===== src/rtl/aq_spsram_64x58_arb_pkg.sv =====
// -----------------------------------------------------------------------------
// aq_spsram_64x58_arb_pkg
// Shared constants and types for the 64x58 single-port SRAM access controller.
//   ADDR_WIDTH / DATA_WIDTH : geometry of the wrapped SRAM
//   STARVE_W / STARVE_LIMIT : width and ceiling of the read-starvation counter
//   INIT_VALUE              : word swept into every entry after reset
//   arb_state_t             : controller state encoding (INIT / IDLE)
// Optional feature macro used by the controller: AQ_SPSRAM_ARB_INIT_EN
// -----------------------------------------------------------------------------
package aq_spsram_64x58_arb_pkg;

  localparam int ADDR_WIDTH = 6;
  localparam int DATA_WIDTH = 58;
  localparam int DEPTH      = 1 << ADDR_WIDTH;

  localparam int                  STARVE_W     = 3;
  localparam logic [STARVE_W-1:0] STARVE_LIMIT = 3'd4;

  localparam logic [DATA_WIDTH-1:0] INIT_VALUE = 58'b0;

  typedef enum logic {
    ST_INIT = 1'b0,
    ST_IDLE = 1'b1
  } arb_state_t;

endpackage


===== src/rtl/aq_spsram_64x58_arb_prio.sv =====
// -----------------------------------------------------------------------------
// aq_spsram_arb_prio
// Two-way priority select between the read and write requesters plus the
// read-starvation counter. Writes normally win a tie; once the counter reaches
// STARVE_LIMIT a pending read is forced through.
// Ports:
//   clk, rst   : clock and synchronous active-high reset
//   grant_en   : grants allowed this cycle (initialised and not in reset)
//   rd_req     : read requester is asking
//   wr_req     : write requester is asking
//   rd_gnt     : read granted this cycle (combinational)
//   wr_gnt     : write granted this cycle (combinational)
// -----------------------------------------------------------------------------
module aq_spsram_arb_prio
  import aq_spsram_64x58_arb_pkg::*;
(
  input  logic clk,
  input  logic rst,
  input  logic grant_en,
  input  logic rd_req,
  input  logic wr_req,
  output logic rd_gnt,
  output logic wr_gnt
);

  logic [STARVE_W-1:0] starve_cnt_q;
  logic [STARVE_W-1:0] starve_cnt_d;
  logic                rd_forced;

  // The counter only tracks writes that overtook a waiting read, so it is
  // cleared as soon as the read is served or stops asking.
  always_comb begin
    rd_forced    = (starve_cnt_q == STARVE_LIMIT);
    rd_gnt       = grant_en & rd_req & (~wr_req | rd_forced);
    wr_gnt       = grant_en & wr_req & ~(rd_req & rd_forced);
    starve_cnt_d = starve_cnt_q;
    if (rd_gnt || !rd_req) begin
      starve_cnt_d = '0;
    end else if (wr_gnt && !rd_forced) begin
      starve_cnt_d = starve_cnt_q + 3'd1;
    end
  end

  always_ff @(posedge clk) begin
    if (rst) begin
      starve_cnt_q <= '0;
    end else begin
      starve_cnt_q <= starve_cnt_d;
    end
  end

endmodule


===== src/rtl/aq_spsram_64x58_arb.sv =====
// -----------------------------------------------------------------------------
// aq_spsram_64x58_arb
// Access controller for the 64x58 single-port SRAM wrapper. Arbitrates a
// read/lookup port and a write/refill port (per-bit mask) onto the single SRAM
// port, one access per cycle, drives the active-low CEN/GWEN/WEN encoding and
// returns read data one cycle after the read grant.
// Optional feature: define AQ_SPSRAM_ARB_INIT_EN to sweep INIT_VALUE into all
// 64 entries after reset before any grant is issued.
// Ports:
//   forever_cpuclk      : clock
//   cpurst              : synchronous active-high reset
//   rd_req/rd_addr      : read request, held until rd_gnt
//   rd_gnt              : read accepted this cycle
//   rd_vld/rd_data      : read data valid (cycle after rd_gnt) and data
//   wr_req/wr_addr/
//   wr_data/wr_mask     : write request with per-bit enable (1 = write bit)
//   wr_gnt              : write accepted this cycle
//   init_done           : array initialised, grants possible
//   sram_a/cen/gwen/
//   d/wen               : SRAM control, all enables active low
//   sram_q              : SRAM read data
// -----------------------------------------------------------------------------
module aq_spsram_64x58_arb
  import aq_spsram_64x58_arb_pkg::*;
(
  input  logic                  forever_cpuclk,
  input  logic                  cpurst,
  input  logic                  rd_req,
  input  logic [ADDR_WIDTH-1:0] rd_addr,
  output logic                  rd_gnt,
  output logic                  rd_vld,
  output logic [DATA_WIDTH-1:0] rd_data,
  input  logic                  wr_req,
  input  logic [ADDR_WIDTH-1:0] wr_addr,
  input  logic [DATA_WIDTH-1:0] wr_data,
  input  logic [DATA_WIDTH-1:0] wr_mask,
  output logic                  wr_gnt,
  output logic                  init_done,
  output logic [ADDR_WIDTH-1:0] sram_a,
  output logic                  sram_cen,
  output logic                  sram_gwen,
  output logic [DATA_WIDTH-1:0] sram_d,
  output logic [DATA_WIDTH-1:0] sram_wen,
  input  logic [DATA_WIDTH-1:0] sram_q
);

  logic init_done_q;
  logic init_done_d;
  logic rd_vld_q;
  logic grant_en;

  // Grants are suppressed while reset is asserted so nothing reaches the SRAM
  // during reset, even though the registers only clear on the clock edge.
  assign grant_en = init_done_q & ~cpurst;

  aq_spsram_arb_prio u_prio (
    .clk      (forever_cpuclk),
    .rst      (cpurst),
    .grant_en (grant_en),
    .rd_req   (rd_req),
    .wr_req   (wr_req),
    .rd_gnt   (rd_gnt),
    .wr_gnt   (wr_gnt)
  );

`ifdef AQ_SPSRAM_ARB_INIT_EN
  arb_state_t            state_q;
  arb_state_t            state_d;
  logic [ADDR_WIDTH-1:0] init_cnt_q;
  logic [ADDR_WIDTH-1:0] init_cnt_d;
  logic                  init_active;

  // One entry per cycle during INIT; leaving after the last address means
  // init_done (registered from state_d) rises on the first IDLE cycle.
  always_comb begin
    state_d     = state_q;
    init_cnt_d  = init_cnt_q;
    init_active = (state_q == ST_INIT) & ~cpurst;
    if (state_q == ST_INIT) begin
      init_cnt_d = init_cnt_q + 1'b1;
      if (init_cnt_q == {ADDR_WIDTH{1'b1}}) begin
        state_d = ST_IDLE;
      end
    end
    init_done_d = (state_d == ST_IDLE);
  end

  always_ff @(posedge forever_cpuclk) begin
    if (cpurst) begin
      state_q    <= ST_INIT;
      init_cnt_q <= '0;
    end else begin
      state_q    <= state_d;
      init_cnt_q <= init_cnt_d;
    end
  end
`else
  // Without the sweep the array is usable one cycle after reset release.
  always_comb begin
    init_done_d = 1'b1;
  end
`endif

  always_ff @(posedge forever_cpuclk) begin
    if (cpurst) begin
      init_done_q <= 1'b0;
      rd_vld_q    <= 1'b0;
    end else begin
      init_done_q <= init_done_d;
      rd_vld_q    <= rd_gnt;
    end
  end

  // A read in flight when reset arrives is dropped, so the valid is masked
  // by reset as well as cleared by it.
  assign init_done = init_done_q;
  assign rd_vld    = rd_vld_q & ~cpurst;
  assign rd_data   = sram_q;

  // Idle encoding keeps address/data at zero to avoid needless toggling.
  always_comb begin
    sram_cen  = 1'b1;
    sram_gwen = 1'b1;
    sram_a    = '0;
    sram_d    = '0;
    sram_wen  = '1;
`ifdef AQ_SPSRAM_ARB_INIT_EN
    if (init_active) begin
      sram_cen  = 1'b0;
      sram_gwen = 1'b0;
      sram_a    = init_cnt_q;
      sram_d    = INIT_VALUE;
      sram_wen  = '0;
    end
`endif
    if (wr_gnt) begin
      sram_cen  = 1'b0;
      sram_gwen = 1'b0;
      sram_a    = wr_addr;
      sram_d    = wr_data;
      sram_wen  = ~wr_mask;
    end else if (rd_gnt) begin
      sram_cen  = 1'b0;
      sram_gwen = 1'b1;
      sram_a    = rd_addr;
    end
  end

endmodule


===== config.mk =====
export PLATFORM = sky130hd
export DESIGN_NAME = aq_spsram_64x58_arb
export DESIGN_NICKNAME = d
export VERILOG_FILES = /design/src/rtl/aq_spsram_64x58_arb_pkg.sv /design/src/rtl/aq_spsram_64x58_arb_prio.sv /design/src/rtl/aq_spsram_64x58_arb.sv
export SDC_FILE = /design/constraint.sdc
export NUM_CORES = 1
export LEC_CHECK = 0
export ABC_AREA = 1
export CAP_MARGIN = 0
export CELL_PAD_IN_SITES_DETAIL_PLACEMENT = 1
export CELL_PAD_IN_SITES_GLOBAL_PLACEMENT = 1
export CORE_AREA = 5 5 144 146
export CTS_CLUSTER_DIAMETER = 100
export DETAILED_ROUTE_END_ITERATION = 12
export DIE_AREA = 0 0 149 151
export PLACE_DENSITY_LB_ADDON = 0.15
export SKIP_CTS_REPAIR_TIMING = 1
export SLEW_MARGIN = 30
export SYNTH_ARGS = -nofsm -noshare
export SYNTH_HDL_FRONTEND = slang
export SYNTH_SLANG_ARGS = --single-unit

===== constraint.sdc =====
create_clock -name forever_cpuclk -period 3.6 [get_ports forever_cpuclk]
set_clock_uncertainty 0.1 [all_clocks]
set_input_delay 0.72 -clock forever_cpuclk [delete_from_list [all_inputs] [get_ports forever_cpuclk]]
set_output_delay 0.72 -clock forever_cpuclk [all_outputs]
set_load 0.01 [all_outputs]

==> metrics.txt, run 1 <==
layout net count=approximately 690; max-slew violations=0; Most used DFF post-synth=dfxtp_1; Worst R2R End=u_prio.starve_cnt_q[2]; Distinct cells, synth=17; total chip power=0.000548 W; sequential share of power=10.6%; VDD IR max=between 100 and 150 uV; GRT Total Usage=under 10%; Num CTS Buffers=3; Synth area leaders=buf_4 28%, nand2_1 18%, inv_1 16%, nor2_1 15%, dfxtp_1 6.3%; Final setup viols=0; Port Buf Inserts=approximately 260; CTS tree=done; startpoint types=input pin; syn avg cell area=between 5 and 6 um2; worst path required time=about 2800 ps; Core Region=roughly 0.019 mm2; Clk pwr share=~33%; CP Capture Type=output pin; final WL=approximately 10 mm; Mapped Nets=around 500; top post-synthesis cells by count=75 x nand2_1, 66 x inv_1, 62 x nor2_1, 58 x buf_4, 11 x nand2_2; Die ar.=~0.022 mm2; root buffer cell=clkbuf_16; fraction of power consumed by combinational cells=roughly 56%; clock latency at the later pin of the worst-skew pair=~220 ps; GPL Wtd Cong=around 0.7; actual slew at the worst max-slew pin=between 200 and 300 ps; Max Fanout on Critical Path=34; PD cells=approximately 130 mW/mm2; largest net degree at the start of global routing=60; Switching Power=about 0.00014 W; post-synthesis cell area=0.00158 mm2; number of H-tree levels=1; async set-or-reset flop fraction in the synthesized netlist=0%; yosys synthesis warning count=0; Hold Violations, Final=0; top-count cell post-synth=nand2_1; Critical path origin=cpurst; part of the Yosys area used for sequential elements=between 6 and 7%; RSZ-0062 raised after global routing=no; FMAX=300 MHz; Vert. Die Dim=between 150 and 200 um; # DRC=0; period utilisation layout=92.6%; HP Start=u_prio.starve_cnt_q[0]; hold_ws=around 420 ps; Worst Setup EP=sram_a[3]; Final min period=between 3000 and 4000 ps; relative slew slack=80.5%; number of vias per cell=3.11; share of the synthesized area in the top cell type=27.6%; post-synth top area cell=buf_4; CTS clk-pin slew, worst paths=30 ps; Ant. Diodes=0; slack of the worst reg-to-reg path=2200 ps; clk buf depth=2; Worst Reg2Reg Path Length in Cells=7; DP HPWL=9.24 mm; num rows=between 50 and 60; WL/cell=13.5 um; worst hold-check path type=reg2reg; status=finished, final reports clean; CTS sink count=5; flops & latches, synth=5; Switching Share=approximately 25%; router iterations before antenna repair=4; Post-Synthesis Cells=around 310; Leak=1.74 nW; Via Count=~2,400; Setup CP Type=in2out; reg2reg start=u_prio.starve_cnt_q[0]; internal power=around 0.00041 W; DR iter-0 viols=37; Area Overhead vs Synth=160%; crit path DAT=between 2000 and 3000 ps; post-route setup TNS=0 ps; io pins=376; first-pass GRT wire length=roughly 14 mm; max-cap viol count=0; initial antenna violation count=0; share of cells above drive strength 1=under 10%; Initial Util=under 10%; antenna-violating nets left=0; GRT overflow=0; vias in the first global route=2,582; EDFF count, synth=0; Die Width=around 150 um
## worst max-delay path, stage by stage
cell and delay (ps):
clkdlybuf4s50_1 460, inv_2 80, nand2_2 80, nor2_4 110, nand2_4 70, inv_2 110
buf_12 190, nand2_1 70, nand2_1 60, clkdlybuf4s50_1 550
## cell usage in the layout (no fill, tap or decap)
master	netlist	final
clkinv_1	1	1
a21oi_1	3	3
ha_1	2	2
buf_4	58	1
nand3_1	2	2
clkdlybuf4s50_1	0	259
nor2_4	1	1
clkbuf_1	0	1
o21ai_0	3	3
nand2_2	11	11
buf_12	0	3
nand2_1	75	75
clkbuf_16	0	3
inv_1	66	66
nor2_1	62	62
inv_2	2	2
dfxtp_1	5	5
nand2_4	1	1
## power groups by stage
stage	clock network, W	logic (W)	registers [W]
floorplan	0	0.000144	0.0000587
global placement	0	0.000313	0.0000586
detailed placement	0	0.000314	0.0000586
CTS	0.000185	0.000316	0.0000578
global route	0.000192	0.000333	0.0000580
finish	0.000181	0.000309	0.0000578
## flip-flops by register name, indices dropped and copies added (netlist names)
register	count
init_done	1
u_prio.starve_cnt_q	3
rd_vld_q	1
## cell families after synthesis
family,after synthesis,synth area share [%]
DFF,5,6.34
AOI/OAI and AO/OA,6,1.90
and+or+nand+nor,152,39.0
buffers and inverters,140,51.1
adders and majority gates,2,1.59
## cell type report
cell class	instances	area (um2)
fillers	2384	15200
repair buffers	263	2660
multi-input cells	160	671
well taps	265	332
inverters	69	259
flip-flops and latches	5	100
clock buffers	4	78.8
## per-stage QoR
step / utilization, % / area, um2 / instances / setup slack [ps]
after floorplan: - / 1580 / 305 / 1360
after global placement: 20.9 / 4020 / 762 / 275
after global routing: 21.3 / 4100 / 766 / 153
final: 21.3 / 4100 / 766 / 268
after detailed placement: 20.9 / 4020 / 762 / 249
after CTS: 21.3 / 4100 / 766 / 241
## worst min-delay path by stage
stage | end | depth (start not counted) | slack, ps
after detailed placement | u_prio.starve_cnt_q[1] | 2 | 420
after floorplan | u_prio.starve_cnt_q[1] | 2 | 370
final | u_prio.starve_cnt_q[0] | 2 | 420
after global routing | u_prio.starve_cnt_q[0] | 2 | 480
after CTS | u_prio.starve_cnt_q[0] | 2 | 430
after global placement | u_prio.starve_cnt_q[1] | 2 | 410
## metal layers
layer  vias up  GRT usage (%)  wire length, um
met5         -              0                0
met4         0           1.51              169
met3        18           3.74             1230
met2       172           15.0             5240
met1      1014           8.46             3730
li1       1177              -                -
Note: power is estimated with default switching activity, not from simulation.
==> run 2, diff against run 1 <==
--- a/config.mk
+++ b/config.mk
@@ -13,7 +13,8 @@
 export CTS_CLUSTER_DIAMETER = 100
 export DETAILED_ROUTE_END_ITERATION = 12
 export DIE_AREA = 0 0 149 151
-export PLACE_DENSITY_LB_ADDON = 0.15
+export PLACE_DENSITY_LB_ADDON = 0.25
+export RECOVER_POWER = 100
 export SKIP_CTS_REPAIR_TIMING = 1
 export SLEW_MARGIN = 30
 export SYNTH_ARGS = -nofsm -noshare
==> run 2 against run 1 <==
- global-route usage is 0.082 points lower
- fmax decreased by 2.9%
- critical path depth fell by 4
- register-to-register slack better by 20 ps
- sequential power about the same
- sequential cell count did not move
- total power fell by 2.3%
- critical endpoint is now sram_d[2]
- largest cell class unchanged
==> metrics.txt, run 2 (same netlist as run 1, synthesis figures left out) <==
VDD IR max=107 uV (+5.8%); PD cells=132 mW/mm2 (-1.4%); Die Width=149 um (unchanged); num rows=51 (unchanged); clock latency at the later pin of the worst-skew pair=230 ps (about the same); startpoint types=input pin; final WL=10.1 mm (-2.3%); fillers=2,418 (+1.4%); Setup CP Type=in2out; actual slew at the worst max-slew pin=434 ps (+143 ps); non-filler cells, final=767 (+0.13%); max-slew violations=0 (unchanged); slowest CP cell=dlygate4sd3_1; Multi-input gate area=651 um2 (-3.0%); # DRC=0 (unchanged); number of vias per cell=3.05 (-1.7%); hold_ws=415 ps (-5.97 ps); share of cells above drive strength 1=2.99% (-1.4 points); most frequent cells in the layout=170 x clkdlybuf4s50_1, 89 x dlygate4sd3_1, 83 x nand2_1, 66 x inv_1, 62 x nor2_1; router iterations before antenna repair=4 (unchanged); Hold Crit Depth=2 (unchanged); WL/cell=13.2 um (-2.4%); relative slew slack=71.0% (-9.5 points); DP HPWL=9.00 mm (-2.6%); crit-path max cell delay=630 ps (+80 ps); largest net degree at the start of global routing=60 (unchanged); CTS tree=done; crit path cell chain=dlygate4sd3_1 > nand3_1 > nand2_4 > buf_6 > nor2_1 > dlygate4sd3_1; Area Overhead vs Synth=158%; worst hold-check path type=reg2reg; Final min period=3430 ps (+99.8 ps); Biggest register=u_prio.starve_cnt_q; Worst Reg2Reg Path Length in Cells=7 (unchanged); Crit path max-delay family=buffers and inverters; CP Capture Type=output pin; Ant. Diodes=0 (unchanged); crit path DAT=2610 ps (+100 ps); layout net count=695 (+0.14%); Final setup viols=0 (unchanged); commonest non-fill, non-tap cell in the layout=clkdlybuf4s50_1; Worst path most repeated cell=dlygate4sd3_1; FMAX=291 MHz (-2.9%); DR iter-0 viols=55 (+49%); post-route setup TNS=0 ps (unchanged); status=finished, final reports clean; Num CTS Buffers=3 (unchanged); Hold Violations, Final=0 (unchanged); antenna-violating nets left=0 (unchanged); period utilisation layout=95.3% (+2.8 points); Max Fanout on Critical Path=59 (+74%); Core Region=0.0193 mm2 (unchanged); RSZ-0062 raised after global routing=no; Vert. Die Dim=151 um (unchanged); number of H-tree levels=1 (unchanged); max-cap viol count=0 (unchanged); utilization after layout=21.1% (-0.19 points); vias in the first global route=2,528 (-2.1%); initial antenna violation count=0 (unchanged); GRT Total Usage=8.01% (-0.082 points); Initial Util=8.19% (unchanged); Stages on worst setup path=6 (-4); Port Buf Inserts=259 (unchanged); worst path required time=2780 ps (about the same); root buffer cell=clkbuf_16; Placed Cells=763 (+0.13%); GRT overflow=0 (unchanged); io pins=376 (unchanged); clk buf depth=2 (unchanged); FF/Latch Area=100 um2 (unchanged); Die ar.=0.0225 mm2 (unchanged); Leak=1.80 nW (+3.3%); max FFs per register=3 (unchanged); CTS sink count=5 (unchanged); GPL Wtd Cong=0.839 (+20%); first-pass GRT wire length=14.3 mm (-0.95%); CTS clk-pin slew, worst paths=30 ps (about the same); CP Buf/Inv Count=3 (-2); Via Count=2,343 (-1.6%)
run 2: cell types whose count changed in the layout (fill, tap and decap cells not counted), sizes merged:
cell           change
clkbuf             +1
clkdlybuf4s50     -89
dlygate4sd3       +89
run 2: where the power goes:
group / switching, W / leakage [nW] / internal, W
Combinational: 0.000101 / 1.72 / 0.000194
Sequential: 0.000000855 / 0.0408 / 0.0000569
Clock: 0.0000355 / 0.0382 / 0.000147
Total: 0.000137 / 1.80 / 0.000398
run 2: path summary, 6_finish.rpt:
kind	start	endpoint	slack (ps)
max	rd_req	sram_d[2]	170
min	u_prio.starve_cnt_q[0]	u_prio.starve_cnt_q[0]	420
max reg2reg	u_prio.starve_cnt_q[0]	u_prio.starve_cnt_q[1]	2220
min reg2reg	u_prio.starve_cnt_q[0]	u_prio.starve_cnt_q[0]	420
run 2: layer usage:
| metal | up-vias | global-route usage (%) | wire (um) |
|---|---|---|---|
| li1 | 1179 | - | - |
| met1 | 1022 | 9.01 | 3760 |
| met2 | 124 | 14.4 | 5290 |
| met3 | 18 | 3.35 | 979 |
| met4 | 0 | 1.24 | 105 |
| met5 | - | 0 | 0 |
run 2: worst reg2reg max path: cells and delay by family, from the launching register on:
kind | cells | cell delay, ps
flops | 1 | 350
compound gates | 1 | 140
buf+inv | 1 | 70
simple gates | 4 | 440
fa+ha+maj | 1 | 210
run 2: layout make-up:
class	instances	area share, %
clock buffer	4	1.94
inverter	69	6.37
multi-input combinational	160	16.0
sequential	5	2.46
tap	265	8.16
timing repair buffer	264	65.1
run 2: per-stage QoR:
stage / setup slack, ps / instance area (um2) / total power, W
floorplan: 1360 / 1580 / 0.000203
global placement: 211 / 4020 / 0.000370
detailed placement: 176 / 4020 / 0.000373
CTS: 173 / 4100 / 0.000559
global route: 14.9 / 4060 / 0.000565
finish: 168 / 4060 / 0.000535
==> run 3, diff against run 2 <==
--- a/config.mk
+++ b/config.mk
@@ -6,7 +6,7 @@
 export NUM_CORES = 1
 export LEC_CHECK = 0
 export ABC_AREA = 1
-export CAP_MARGIN = 0
+export CAP_MARGIN = 15
 export CELL_PAD_IN_SITES_DETAIL_PLACEMENT = 1
 export CELL_PAD_IN_SITES_GLOBAL_PLACEMENT = 1
 export CORE_AREA = 5 5 144 146
@@ -16,7 +16,6 @@
 export PLACE_DENSITY_LB_ADDON = 0.25
 export RECOVER_POWER = 100
 export SKIP_CTS_REPAIR_TIMING = 1
-export SLEW_MARGIN = 30
 export SYNTH_ARGS = -nofsm -noshare
 export SYNTH_HDL_FRONTEND = slang
 export SYNTH_SLANG_ARGS = --single-unit
==> results of run 3 <==
The final DEF is identical to that of run 2; final timing and power are the same.
==> RTL edit 1: new RTL, settings of run 1 <==
The package constant `ADDR_WIDTH` goes from 6 to 5.
--- a/src/rtl/aq_spsram_64x58_arb_pkg.sv
+++ b/src/rtl/aq_spsram_64x58_arb_pkg.sv
@@ -9,7 +9,7 @@
 // -----------------------------------------------------------------------------
 package aq_spsram_64x58_arb_pkg;
 
-  localparam int ADDR_WIDTH = 6;
+  localparam int ADDR_WIDTH = 5;
   localparam int DATA_WIDTH = 58;
   localparam int DEPTH      = 1 << ADDR_WIDTH;
 
Interface: changed (resized rd_addr, sram_a and wr_addr); port bits go from 376 to 373. No check against the original RTL was run, so the function may have changed too.
==> RTL edit 1 against run 1 <==
- final area fell by 2.0%
- power fell by 1.3%
- wire length rose by 0.76%
- worst setup slack got worse by 18 ps
- area after synthesis fell by 2.8%
- largest cell class unchanged
- combinational power fell by 2%
- critical path depth fell by 1
- sequential cell count did not move
- critical endpoint is now sram_wen[40]
==> RTL edit 1: results (changes against run 1) <==
metric,value,unit,change
status,"finished, final reports clean",,
syn-num-nets,492,,-1.0%
yosysTopAreaCellShare,0.284,,+0.00788
drive_gt1_frac,0.0262,,-0.0177
final_cells,761,,-0.65%
pg_comb,303,uW,-2%
p_comb_frac,0.560,,-0.005
grt_pass1_vias,2405,,-6.9%
vdd_drop_max,0.230,mV,+130%
port_buffers,256,,-1.2%
drtIter0Drc,61,,+65%
gp_congestion,0.704,,+0.99%
p_clk_frac,0.332,,+0.002
grtUsageMet1,0.0835,,-0.00108
wl,10.5,mm,+0.76%
tightest_slew,267,ps,-25.2 ps
use_met3,0.0281,,-0.00928
max_stage_delay,500,ps,-50 ps
syn_area_per_cell,5.08,um^2,-1.8%
grt_pass1_wl,14.4,mm,-0.82%
avgViaCountPerCell,3.08,,-0.82%
dp_hpwl,9.44,mm,+2.1%
placement.cell_area,3940,um^2,-2.0%
ys_seq_area_frac,0.0653,,+0.00181
swShare,0.249,,-0.00227
place_ws,187,ps,-62.3 ps
nNetsFinal,687,,-1.0%
arrival,2530,ps,+20 ps
use_met2,0.153,,+0.00317
p_leak,1.72,nW,-1.1%
yosys-top-cells-area,"buf_4, nand2_1, inv_1, nor2_1, dfxtp_1",,
worstPathMaxFanout,29,,-15%
[RTL edit 1: changes by cell type after synthesis]
cell | run 1 | this run
nor2_4 | 1 | 0
buf_2 | 6 | 5
clkinv_1 | 1 | 0
buf_6 | 6 | 8
nand2_2 | 11 | 2
nand2_4 | 1 | 0
buf_8 | 1 | 0
nor2_2 | 0 | 1
nand2_1 | 75 | 82
inv_1 | 66 | 67
[RTL edit 1: kinds of logic (layout without fill, tap and decap cells)]
| group | Yosys count | count (layout) | share of synthesized area |
|---|---|---|---|
| AND/OR/NAND/NOR | 149 | 149 | 0.371 |
| buffers and inverters | 140 | 334 | 0.528 |
| AO/OA/AOI/OAI | 6 | 6 | 0.0196 |
| flip-flops | 5 | 5 | 0.0653 |
| adder cells (fa/ha/maj) | 2 | 2 | 0.0163 |
[RTL edit 1: area by class of cell]
cell class                      instances  area share
Clock buffer                            4      0.0196
Inverter                               69      0.0644
Sequential cell                         5      0.0249
Tap cell                              265      0.0825
Timing Repair Buffer                  261       0.653
Multi-Input combinational cell        157       0.155
[RTL edit 1: path summary, 6_finish.rpt]
kind | start | endpoint | slack, ps | cells after the start
worst min register to register | u_prio.starve_cnt_q[1] | u_prio.starve_cnt_q[1] | 420 | 2
worst min-delay path | u_prio.starve_cnt_q[1] | u_prio.starve_cnt_q[1] | 420 | 2
worst max-delay path | cpurst | sram_wen[40] | 250 | 9
worst max register to register | u_prio.starve_cnt_q[0] | u_prio.starve_cnt_q[2] | 2250 | 7
[RTL edit 1: metal layers]
layer / routed length, um / share of wire
met5: 0 / 0
met4: 304 / 0.029
met3: 1070 / 0.10
met2: 5470 / 0.52
met1: 3610 / 0.35
==> RTL edit 2: new RTL, flow settings as in run 1 <==
Without the edit above. The option `AQ_SPSRAM_ARB_INIT_EN` is turned on by a define.
--- a/src/rtl/aq_spsram_64x58_arb.sv
+++ b/src/rtl/aq_spsram_64x58_arb.sv
@@ -20,6 +20,8 @@
 //   d/wen               : SRAM control, all enables active low
 //   sram_q              : SRAM read data
 // -----------------------------------------------------------------------------
+`define AQ_SPSRAM_ARB_INIT_EN
+
 module aq_spsram_64x58_arb
   import aq_spsram_64x58_arb_pkg::*;
 (
Check against the original RTL: not equivalent (Yosys sat finds a counterexample within 4 cycles, from zero or initial values and one cycle with cpurst high).
==> RTL edit 2 against run 1 <==
- clock power up 12%
- final area up 11%
- first-iteration DRC count down 27%
- sequential cell count up 6
- core utilization up 2.3 points
- power up 16%
- global-route usage up 1.8 points
- wire length up 19%
- count of clock-buffer cells in the layout down 1
- area after synthesis up 27%
- worst setup slack worse by 64 ps
- non-clock buffer count up 6
==> RTL edit 2: results (changes against run 1) <==
metric,value,unit,change
status,"finished, final reports clean",,
vdd_drop_max,0.113,mV,+13%
ys_types,20,,+3
syn-num-nets,555,,+12%
synth_fa_ha_area_frac,0.0187,,+0.00281
p_leak,1.91,nW,+9.8%
synth_xor_xnor_area_share,0,,unchanged
top_layer_used,met4,,
wl_met1,4.44,mm,+19%
synth-compound-area-share,0.175,,+0.156
clkLatencyLatePin,240,ps,+20 ps
first_pass_iters,4,,unchanged
ys_seq_area_frac,0.110,,+0.0461
port_buffers,259,,unchanged
netlist_top_cells_count,"inv_1, nor2_1, buf_4, o21ai_1, nand2_1",,
n_antenna_cell,0,,unchanged
cts.clk_slew.worst_paths,50,ps,+20 ps
synth_mux_area_frac,0,,unchanged
synth_top_family_by_area,buffers and inverters,,
cts.root.buffer_cell,clkbuf_16,,
grtUsageMet1,0.106,,+0.0219
drive_gt1_frac,0.0341,,-0.00986
ctsHtreeMaxLevel,1,,unchanged
wl_met3,1.33,mm,+8.0%
nNetsFinal,752,,+8.4%
worstPathMaxFanout,40,,+18%
avgViaCountPerCell,3.57,,+15%
use_met2,0.183,,+0.0335
synth_warnings,0,,unchanged
finalSetupViolCount,0,,unchanged
drtIter0Drc,27,,-27%
p_switching,157,uW,+14%
antenna_found_initial,0,,unchanged
grt_pass1_vias,3174,,+23%
grt_max_degree,68,,+13%
dp_hpwl,10.7,mm,+16%
hp-class,reg2reg,,
slew_headroom,0.722,,-0.0834
clk_path_buf_depth,2,,unchanged
gp_congestion,0.746,,+7.1%
top_regs,"init_cnt_q (6), u_prio.starve_cnt_q (3)",,
route.met2.wl,6.29,mm,+20%
place_ws,142,ps,-107 ps
arrival,2580,ps,+70 ps
yosys-top-cells-area,"buf_4, o21ai_1, inv_1, nor2_1, dfxtp_1",,
grt_pass1_wl,17.9,mm,+24%
numCtsBuffers,3,,unchanged
synth_cells,362,,+19%
routedWlPerCell,14.9,um,+10%
dp.cells,819,,+7.5%
track_usage,0.0993,,+0.0184
use_met3,0.0395,,+0.00209
synth_ff_type,dfxtp_1,,
wl,12.3,mm,+19%
RTL edit 2: power groups by stage:
stage | Sequential (mW) | Combinational, mW | Clock (mW)
floorplan | 0.130 | 0.141 | 0
global placement | 0.130 | 0.305 | 0
detailed placement | 0.130 | 0.308 | 0
CTS | 0.128 | 0.310 | 0.211
global route | 0.129 | 0.327 | 0.216
finish | 0.128 | 0.304 | 0.203
RTL edit 2: layout make-up:
| cell class | count | area (um^2) |
|---|---|---|
| Clock buffer | 3 | 75.1 |
| Clock inverter | 1 | 5.00 |
| Fill cell | 2386 | 14700 |
| Inverter | 75 | 282 |
| Multi-Input combinational cell | 199 | 917 |
| Sequential cell | 11 | 220 |
| Tap cell | 265 | 332 |
| Timing Repair Buffer | 269 | 2710 |
RTL edit 2: final timing paths:
kind / depth (start not counted) / from / slack (ps) / end
worst max register to register: 7 / init_done / 2020 / u_prio.starve_cnt_q[0]
worst max-delay path: 7 / rd_req / 200 / sram_wen[7]
worst min-delay path: 2 / init_cnt_q[4] / 400 / init_cnt_q[4]
worst min register to register: 2 / init_cnt_q[4] / 400 / init_cnt_q[4]
RTL edit 2: worst max-delay path, stage by stage:
cell and delay [ps]:
clkdlybuf4s50_1 480, nand3_1 150, nand2_4 150, o21ai_4 130, buf_12 210, o21ai_1 140
clkdlybuf4s50_1 580
RTL edit 2: cell families (layout without fill, tap and decap cells):
family / count (synthesis) / after routing
buffers and inverters: 152 / 348
and+or+nand+nor: 128 / 128
AOI/OAI and AO/OA: 68 / 68
DFF: 11 / 11
adders and majority gates: 3 / 3
RTL edit 2: metrics by stage:
step	cell area (um^2)	power [mW]	util
after floorplan	2010	0.270	-
after global placement	4460	0.436	0.231
after detailed placement	4460	0.439	0.231
after CTS	4540	0.649	0.235
after global routing	4540	0.671	0.236
final	4540	0.635	0.236
